File: src/rtl/wb_pkg.sv
// Shared types and load-type encodings for the writeback stage.
package wb_pkg;

    localparam logic [2:0] F3_LB  = 3'b000;
    localparam logic [2:0] F3_LH  = 3'b001;
    localparam logic [2:0] F3_LW  = 3'b010;
    localparam logic [2:0] F3_LBU = 3'b100;
    localparam logic [2:0] F3_LHU = 3'b101;

    typedef struct packed {
        logic [4:0]  rd;
        logic [31:0] data;
    } wb_entry_t;

endpackage

File: src/rtl/wb_lq_fifo.sv
// Small synchronous FIFO of writeback entries with full/empty flags.
// Head is read combinationally so a pushed entry can be popped the following cycle.
module wb_lq_fifo
    import wb_pkg::*;
#(
    parameter int DEPTH = 2
) (
    input  logic      clk,
    input  logic      rst_n,
    input  logic      push,
    input  wb_entry_t push_entry,
    input  logic      pop,
    output wb_entry_t head,
    output logic      full,
    output logic      empty
);

    localparam int AW = $clog2(DEPTH);

    wb_entry_t      mem_q [DEPTH];
    wb_entry_t      mem_d [DEPTH];
    logic [AW:0]    wr_ptr_q, wr_ptr_d;
    logic [AW:0]    rd_ptr_q, rd_ptr_d;
    logic           do_push;
    logic           do_pop;

    // Extra pointer MSB distinguishes full from empty when the indices match.
    always_comb begin
        empty    = (wr_ptr_q == rd_ptr_q);
        full     = (wr_ptr_q[AW] != rd_ptr_q[AW]) &&
                   (wr_ptr_q[AW-1:0] == rd_ptr_q[AW-1:0]);
        do_pop   = pop && !empty;
        do_push  = push && (!full || do_pop);
        wr_ptr_d = wr_ptr_q + {{AW{1'b0}}, do_push};
        rd_ptr_d = rd_ptr_q + {{AW{1'b0}}, do_pop};
        mem_d    = mem_q;
        if (do_push) begin
            mem_d[wr_ptr_q[AW-1:0]] = push_entry;
        end
    end

    assign head = mem_q[rd_ptr_q[AW-1:0]];

    always_ff @(posedge clk or negedge rst_n) begin
        if (!rst_n) begin
            wr_ptr_q <= '0;
            rd_ptr_q <= '0;
        end else begin
            wr_ptr_q <= wr_ptr_d;
            rd_ptr_q <= rd_ptr_d;
        end
    end

    always_ff @(posedge clk) begin
        mem_q <= mem_d;
    end

endmodule

File: src/rtl/wb_arbiter.sv
// Writeback arbiter: merges ALU completions and extended load responses onto one RF write port.
// Define WB_FWD_EN to add same-cycle forwarding outputs (fwd1_*/fwd2_*) toward decode.
module wb_arbiter
    import wb_pkg::*;
#(
    parameter int LQ_DEPTH = 2,
    parameter int CNT_W    = 32
) (
    input  logic             clk,
    input  logic             rst,
    input  logic             exu_valid,
    output logic             exu_ready,
    input  logic             exu_wen,
    input  logic [4:0]       exu_rd,
    input  logic [31:0]      exu_data,
    input  logic             lsu_issue_valid,
    input  logic [4:0]       lsu_issue_rd,
    input  logic             lsu_rsp_valid,
    output logic             lsu_rsp_ready,
    input  logic [4:0]       lsu_rsp_rd,
    input  logic [31:0]      lsu_rsp_rdata,
    input  logic [2:0]       lsu_rsp_funct3,
    input  logic [1:0]       lsu_rsp_addr_lo,
    input  logic [4:0]       hz_rs1,
    input  logic [4:0]       hz_rs2,
    output logic             hz_stall,
    output logic             rf_wen,
    output logic [4:0]       rf_addr,
    output logic [31:0]      rf_data,
`ifdef WB_FWD_EN
    output logic             fwd1_hit,
    output logic [31:0]      fwd1_data,
    output logic             fwd2_hit,
    output logic [31:0]      fwd2_data,
`endif
    output logic [CNT_W-1:0] retire_cnt
);

    wb_entry_t          lq_push_entry;
    wb_entry_t          lq_head;
    logic               lq_push;
    logic               lq_pop;
    logic               lq_full;
    logic               lq_empty;

    logic [7:0]         ld_byte;
    logic [15:0]        ld_half;
    logic [31:0]        ld_ext;
    logic               exu_fire;

    logic               rf_wen_q, rf_wen_d;
    logic [4:0]         rf_addr_q, rf_addr_d;
    logic [31:0]        rf_data_q, rf_data_d;
    logic [31:0]        busy_q, busy_d;
    logic [31:0]        busy_set;
    logic [31:0]        busy_clr;
    logic [CNT_W-1:0]   retire_cnt_q, retire_cnt_d;

    // Load data extension, applied before the response enters the queue.
    always_comb begin
        ld_byte = lsu_rsp_rdata[{lsu_rsp_addr_lo, 3'b000} +: 8];
        ld_half = lsu_rsp_addr_lo[1] ? lsu_rsp_rdata[31:16] : lsu_rsp_rdata[15:0];
        case (lsu_rsp_funct3)
            F3_LB:   ld_ext = {{24{ld_byte[7]}}, ld_byte};
            F3_LBU:  ld_ext = {24'd0, ld_byte};
            F3_LH:   ld_ext = {{16{ld_half[15]}}, ld_half};
            F3_LHU:  ld_ext = {16'd0, ld_half};
            default: ld_ext = lsu_rsp_rdata;
        endcase
    end

    always_comb begin
        lsu_rsp_ready      = !lq_full;
        lq_push            = lsu_rsp_valid && !lq_full;
        lq_push_entry.rd   = lsu_rsp_rd;
        lq_push_entry.data = ld_ext;
        lq_pop             = !lq_empty;
    end

    wb_lq_fifo #(
        .DEPTH (LQ_DEPTH)
    ) u_lq (
        .clk        (clk),
        .rst_n      (rst),
        .push       (lq_push),
        .push_entry (lq_push_entry),
        .pop        (lq_pop),
        .head       (lq_head),
        .full       (lq_full),
        .empty      (lq_empty)
    );

    // Loads are older than anything in execute, so the queue head always wins.
    // An ALU write to a register with a load still outstanding must wait (WAW).
    always_comb begin
        exu_ready = lq_empty && !(exu_wen && busy_q[exu_rd] && (exu_rd != 5'd0));
        exu_fire  = exu_valid && exu_ready;
        rf_wen_d  = 1'b0;
        rf_addr_d = rf_addr_q;
        rf_data_d = rf_data_q;
        if (lq_pop) begin
            rf_wen_d  = (lq_head.rd != 5'd0);
            rf_addr_d = lq_head.rd;
            rf_data_d = lq_head.data;
        end else if (exu_fire) begin
            rf_wen_d  = exu_wen && (exu_rd != 5'd0);
            rf_addr_d = exu_rd;
            rf_data_d = exu_data;
        end
    end

    // x0 never becomes busy.
    assign busy_set[0] = 1'b0;
    assign busy_clr[0] = 1'b0;

    genvar gi;
    for (gi = 1; gi < 32; gi++) begin : g_busy
        assign busy_set[gi] = lsu_issue_valid && (lsu_issue_rd == 5'(gi));
        assign busy_clr[gi] = lq_pop && (lq_head.rd == 5'(gi));
    end

    // A newer issue to the same rd keeps the bit set over a concurrent pop.
    always_comb begin
        busy_d       = (busy_q & ~busy_clr) | busy_set;
        hz_stall     = ((hz_rs1 != 5'd0) && busy_q[hz_rs1]) ||
                       ((hz_rs2 != 5'd0) && busy_q[hz_rs2]);
        retire_cnt_d = retire_cnt_q + CNT_W'(rf_wen_q);
    end

    always_ff @(posedge clk or negedge rst) begin
        if (!rst) begin
            rf_wen_q     <= 1'b0;
            rf_addr_q    <= 5'd0;
            rf_data_q    <= 32'd0;
            busy_q       <= 32'd0;
            retire_cnt_q <= '0;
        end else begin
            rf_wen_q     <= rf_wen_d;
            rf_addr_q    <= rf_addr_d;
            rf_data_q    <= rf_data_d;
            busy_q       <= busy_d;
            retire_cnt_q <= retire_cnt_d;
        end
    end

    assign rf_wen     = rf_wen_q;
    assign rf_addr    = rf_addr_q;
    assign rf_data    = rf_data_q;
    assign retire_cnt = retire_cnt_q;

`ifdef WB_FWD_EN
    assign fwd1_hit  = rf_wen_q && (rf_addr_q == hz_rs1) && (hz_rs1 != 5'd0);
    assign fwd1_data = rf_data_q;
    assign fwd2_hit  = rf_wen_q && (rf_addr_q == hz_rs2) && (hz_rs2 != 5'd0);
    assign fwd2_data = rf_data_q;
`endif

endmodule

File: config.mk
export PLATFORM = sky130hd
export DESIGN_NAME = wb_arbiter
export DESIGN_NICKNAME = d
export VERILOG_FILES = /design/src/rtl/wb_pkg.sv /design/src/rtl/wb_lq_fifo.sv /design/src/rtl/wb_arbiter.sv
export SDC_FILE = /design/constraint.sdc
export NUM_CORES = 1
export LEC_CHECK = 0
export BUFFER_PORTS_ARGS = -buffer_cell sky130_fd_sc_hd__buf_2
export CAP_MARGIN = 40
export CORE_ASPECT_RATIO = 1.1
export CORE_MARGIN = 2
export CORE_UTILIZATION = 40
export DETAILED_ROUTE_END_ITERATION = 7
export GPL_TIMING_DRIVEN = 0
export HOLD_SLACK_MARGIN = 0.12
export PLACE_DENSITY_LB_ADDON = 0.3
export SLEW_MARGIN = 40
export SYNTH_ARGS = -nofsm -noshare
export SYNTH_HDL_FRONTEND = slang
export SYNTH_HIERARCHICAL = 1
export SYNTH_SLANG_ARGS = --single-unit
File: constraint.sdc
create_clock -name clk -period 3.3 [get_ports clk]
set_input_delay 0.495 -clock clk [delete_from_list [all_inputs] [get_ports clk]]
set_output_delay 0.495 -clock clk [all_outputs]
set_load 0.03 [all_outputs]
==> results of run 1 <==
==> final timing paths <==
path	start	end	slack [ns]
min in group asynchronous	rst	retire_cnt[10]$_DFF_PN0_	0.55
hold / removal	lsu_rsp_rd[4]	u_lq/mem_q[36]$_DFFE_PP_	0.25
setup / recovery	u_lq/rd_ptr_q[0]$_DFF_PN0_	exu_ready	0.29
hold reg to reg	retire_cnt[31]$_DFF_PN0_	retire_cnt[31]$_DFF_PN0_	0.47
max in group asynchronous	rst	rf_data[2]$_DFFE_PN0P_	2.13
setup reg to reg	u_lq/rd_ptr_q[0]$_DFF_PN0_	u_lq/wr_ptr_q[1]$_DFF_PN0_	0.90
==> state kept, by name (all words and copies together) (netlist names) <==
| name | flops |
|---|---|
| busy_q | 31 |
| retire_cnt | 32 |
| rf_addr | 5 |
| rf_data | 32 |
| rf_wen | 1 |
| u_lq/mem_q | 74 |
| u_lq/rd_ptr_q | 2 |
| u_lq/wr_ptr_q | 2 |
==> through the flow <==
step | instances | power [uW] | util
2_1_floorplan | 788 | 7140 | -
3_3_place_gp | 1253 | 8560 | 0.461
3_5_place_dp | 1255 | 8720 | 0.464
4_1_cts | 1288 | 10800 | 0.492
5_1_grt | 1289 | 11400 | 0.492
6_report | 1289 | 10700 | 0.492
==> synthesized netlist by cell type (all sizes together), types with 2 or more instances <==
cell type / n
and4: 2
o2111ai: 36
a221o: 8
o41ai: 2
mux2: 44
nand4b: 2
a21oi: 6
nand4: 10
o21ai: 73
edfxtp: 74
a21o: 2
dfrtp: 105
xnor2: 23
nor2: 16
or3: 2
o31ai: 3
clkbuf: 25
a31oi: 4
mux2i: 15
o221ai: 36
buf: 24
and3: 4
xor2: 12
and2: 3
inv: 49
a211o: 2
nor4: 3
nor3: 6
and3b: 2
or2: 5
nor2b: 7
nand2: 104
mux4: 21
nand3: 26
ha: 5
a22oi: 5
nand2b: 9
==> critical path, stage by stage (launching register included) <==
cell and delay [ns]:
dfrtp_1 0.42, buf_6 0.18, xnor2_1 0.25, and2_1 0.26, clkbuf_2 0.27, clkbuf_2 0.29
and2_1 0.21, buf_2 0.21
==> layer usage <==
metal  up-vias  part of all wire  track usage
met5         -                 0            0
met4         0             0.019       0.0675
met3        30             0.050       0.0400
met2       230              0.51        0.377
met1      3514              0.42        0.274
li1       3351                 -            -
==> cells by family (layout without fill, tap and decap cells) <==
family,Yosys count,count (layout),synth area share
AND/OR/NAND/NOR,205,205,0.105
XOR/XNOR,35,35,0.0329
flip-flops,179,179,0.520
other,0,1,0
buffers and inverters,98,298,0.0491
adder cells (fa/ha/maj),5,5,0.00671
AO/OA/AOI/OAI,186,186,0.162
multiplexers,80,80,0.125
==> timing repair <==
item,in CTS,in global routing
cloned,0,0
setup endpoints to repair,1,1
setup buffers,0,0
resized for setup,1,2
hold buffers,1,0
hold endpoints to repair,48,0
==> power by group through the flow <==
| stage | logic (uW) | clock network [uW] | registers (uW) |
|---|---|---|---|
| 3_5_place_dp | 4890 | 0 | 3830 |
| 3_3_place_gp | 4750 | 0 | 3810 |
| 4_1_cts | 4920 | 2110 | 3790 |
| 6_report | 4880 | 2060 | 3790 |
| 2_1_floorplan | 2920 | 0 | 4220 |
| 5_1_grt | 5360 | 2200 | 3890 |
==> cell type report <==
class / instances / share of cell area
flip-flops and latches: 179 / 0.431
clock buffers: 17 / 0.0378
clock inverters: 15 / 0.0168
well taps: 300 / 0.0334
plain buffers: 49 / 0.0246
inverters: 49 / 0.0164
repair buffers: 168 / 0.0795
diodes: 1 / 0.000223
multi-input cells: 511 / 0.360
==> impl_metrics.csv, run 1 <==
group,metric,value,unit
status,status,"finished, final reports clean",
timing,finalSetupViolCount,0,
finish,final_area,11200,sq um
global_routing,grt.total_usage,0.217,
drt,wirelength,25.9,mm
placement,gp_congestion,0.896,
power,switching_share,0.422,
setup_path,critical_path_arrival,2.51,ns
yosys,ys_seq_area_frac,0.520,
floorplan,die_height,164,um
drt,dr.pass1.iters,5,
placement,placed_area,10600,sq um
yosys,synth_area,9330,sq um
setup_path,critPathLaunchType,"flop",
run,max_cap_viol_count,0,
yosys,synth_edf_count,74,
finish,fin_nets,1080,
setup_path,setup.worst_path.class,"flop to output port",
yosys,synth.area.top_cells,"dfrtp_1, edfxtp_1, mux4_2",
setup_path,r2r_cells,8,
power,ir_drop,328,uV
placement,portBuffers,165,
global_routing,grt_pass1_wl,40.4,mm
finish,seq_area,4850,sq um
global_routing,grt_max_degree,58,
clock_network,cts.sinks,179,
drt,post_drt_wl_per_cell,20.1,um
power,p_per_area,955,nW/um^2
timing,fmax,332,MHz
floorplan,die_w,150,um
hold_path,hold_class,"primary input to flop",
yosys,yosys.area.top_type,"dfrtp_1",
drt,ant_nets,0,
floorplan,die_area,24600,sq um
clock_network,h-tree-depth,4,
timing,relSlewSlack,0.459,
power,seqPwrFrac,0.353,
clock_network,clk_latency,0.43,ns
timing,tightest_slew,0.811,ns
power,p_leak,0.00472,uW
global_routing,antenna_found_initial,1,
clock_network,cts_tree,"built",
clock_network,clockBufferDepth,2,
timing,hold_violations,0,
drt,drt_iter0_drc,503,
timing,min_period_over_period,0.911,
floorplan,coreArea,22900,sq um
yosys,synth.top_cell.area_share,0.282,
finish,final_common_cell,"buf_2",
setup_path,cp_data_required_time,2.80,ns
timing,rsz0062_at_grt,"no",
timing,finalSetupTns,0,ns
global_routing,first_global_vias,7222,
drt,vias_per_cell,5.53,
timing,setup_slack,0.292,ns
clock_network,cts_root_buf,"clkbuf_16",
yosys,synth_ff_type,"dfrtp_1",
timing,fin_crit,3.01,ns
yosys,synth_area_per_cell,11.8,sq um
power,pwr-share-comb,0.455,
yosys,synth_cell_types,61,
finish,drive_above_1_share,0.323,
drt,vias,7125,
global_routing,grt-ovfl-total,0,
floorplan,rows,58,
finish,mostFrequentLayoutCells,"buf_2, dfrtp_1, nand2_1",
clock_network,cts_buffers,17,
placement,pre_cts_slack,0.443,ns
clock_network,clkSlewWorstSetupHoldPaths,0.07,ns
yosys,netlist_instances,788,
finish,nFillCells,2094,
power,clkPwrFrac,0.192,
placement,hpwlAfterDp,19.4,mm
floorplan,start_util,0.408,
finish,multi_input_area,4050,sq um
yosys,synth-seq-cells,179,
timing,fin_worst_skew,0.0149,ns
hold_path,whs_path_depth,1,
floorplan,io_pins,173,
power,p_sw,4530,uW
setup_path,worstSetupEndpointType,"output port",
drt,drc_errors,0,
setup_path,cp_max_fo,10,
timing,finalHoldWorstSlack,0.250,ns
yosys,synthArstFlopShare,0.587,
power,intPower,6210,uW
finish,syn2layout_area_growth,20.5,%
timing,drv_slew,0,
yosys,synthesis.nets,893,
yosys,yosys_warnings,6,
No activity file was read; power rests on OpenSTA's default activity.
==> inputs of run 2 (changes only) <==
CORE_UTILIZATION = 58   (was 40)
CTS_BUF_LIST = sky130_fd_sc_hd__clkbuf_4 sky130_fd_sc_hd__clkbuf_8   (was default)
SKIP_LAST_GASP = 1   (was default)
==> impl_metrics.csv, run 2 (synthesis results as in run 1) <==
group,metric,value,unit
drt,ant_nets,0,
floorplan,die_w,125,um
power,p_leak,0.00461,uW
timing,fmax,348,MHz
clock_network,cts_buffers,17,
clock_network,cts_root_buf,"clkbuf_8",
timing,drv_slew,0,
clock_network,h-tree-depth,4,
global_routing,grt-ovfl-total,0,
clock_network,cts_tree,"built",
floorplan,coreArea,15700,sq um
global_routing,first_global_vias,7135,
finish,final_util,0.690,
floorplan,io_pins,173,
global_routing,grt.total_usage,0.285,
floorplan,die_height,137,um
floorplan,die_area,17100,sq um
drt,drt_iter0_drc,729,
floorplan,rows,48,
timing,finalSetupViolCount,0,
finish,largest_register,"u_lq/mem_q",
finish,final_common_cell,"buf_2",
finish,nFillCells,1237,
setup_path,worstSetupEndpointType,"output port",
run,max_cap_viol_count,0,
drt,vias_per_cell,6.13,
setup_path,critical_path_arrival,2.37,ns
setup_path,cp_max_fo,19,
clock_network,clk_latency,0.46,ns
setup_path,rr_startpoint,"u_lq/rd_ptr_q[0]$_DFF_PN0_",
global_routing,grt_max_degree,65,
clock_network,clkSlewWorstSetupHoldPaths,0.09,ns
finish,multi_input_area,4050,sq um
timing,fin_crit,2.87,ns
drt,vias,7287,
timing,min_period_over_period,0.870,
placement,portBuffers,165,
timing,hold_violations,0,
setup_path,setup.worst_path.class,"flop to output port",
timing,finalSetupTns,0,ns
placement,gp_congestion,0.968,
global_routing,antenna_found_initial,3,
setup_path,critPathLaunch,"u_lq/rd_ptr_q[0]$_DFF_PN0_",
finish,mostFrequentLayoutCells,"buf_2, dfrtp_1, nand2_1",
setup_path,cp_data_required_time,2.80,ns
finish,syn2layout_area_growth,16.4,%
setup_path,critPathLaunchType,"flop",
power,ir_drop,418,uV
finish,largest_reg_flops,74,
power,p_per_area,924,nW/um^2
finish,seq_area,4850,sq um
clock_network,postCtsSetupBuffers,0,
power,power,10000,uW
floorplan,start_util,0.593,
hold_path,hp-start,"lsu_rsp_rd[2]",
global_routing,grt_pass1_wl,37.6,mm
placement,dp_cells,1154,
drt,wirelength,24.0,mm
hold_path,hold_class,"primary input to flop",
timing,rsz0062_at_grt,"no",
drt,dr.pass1.iters,5,
drt,post_drt_wl_per_cell,20.2,um
timing,tightest_slew,0.839,ns
placement,hpwlAfterDp,17.9,mm
timing,relSlewSlack,0.441,
finish,drive_above_1_share,0.321,
drt,drc_errors,0,
timing,fin_worst_skew,0.00998,ns
finish,fin_nets,1078,
finish,stdcell_count,1188,
clock_network,cts.sinks,179,
status,status,"finished, final reports clean",
clock_network,clockBufferDepth,2,
-- run 2: routing by layer --
layer | vias to the layer above | track usage | routed length, um
met1 | 3557 | 0.352 | 9400
met4 | 0 | 0.109 | 704
li1 | 3347 | - | -
met2 | 327 | 0.495 | 12300
met3 | 56 | 0.0633 | 1660
met5 | - | 0 | 0
-- run 2: critical path, cell delays in order (launching register included) --
cell	delay, ns
dfrtp_1	0.43
buf_6	0.19
xnor2_1	0.18
and2_1	0.27
clkbuf_2	0.40
and2_1	0.24
buf_2	0.21
-- run 2: path summary, 6_finish.rpt --
check | to | slack, ns | cells past startpoint
min in group asynchronous | retire_cnt[17]$_DFF_PN0_ | 0.50 | 2
worst max register to register | rf_data[15]$_DFFE_PN0P_ | 0.81 | 6
max in group asynchronous | rf_data[0]$_DFFE_PN0P_ | 2.16 | 3
worst min-delay path | u_lq/mem_q[71]$_DFFE_PP_ | 0.22 | 1
worst max-delay path | exu_ready | 0.43 | 6
worst min register to register | retire_cnt[31]$_DFF_PN0_ | 0.47 | 1
-- run 2: area by class of cell --
class,instances,share of cell area
flip-flops and latches,179,0.447
diodes,3,0.000691
inverters,49,0.0169
clock inverters,8,0.00703
multi-input cells,511,0.373
plain buffers,48,0.0250
clock buffers,23,0.0274
repair buffers,167,0.0804
well taps,200,0.0230
-- run 2: metrics by stage --
stage / hold slack, ns / cell area (sq um) / setup slack [ns]
final: 0.219 / 10900 / 0.431
after global routing: 0.205 / 10900 / 0.254
after CTS: 0.204 / 10900 / 0.115
after detailed placement: 0.395 / 10500 / 0.449
after global placement: 0.453 / 10400 / 0.196
after floorplan: 0.199 / 9330 / 0.806
-- run 2: power by group --
group	leakage [uW]	internal [uW]	switching (uW)
Combinational	0.00242	1810	2980
Clock	0.000201	680	757
Sequential	0.00198	3270	540
-- run 2: repair_timing --
item | 4_1_cts | 5_1_grt
hold endpoints to repair | 41 | 0
resized for setup | 1 | 0
hold buffers | 1 | 0
setup endpoints to repair | 1 | 1
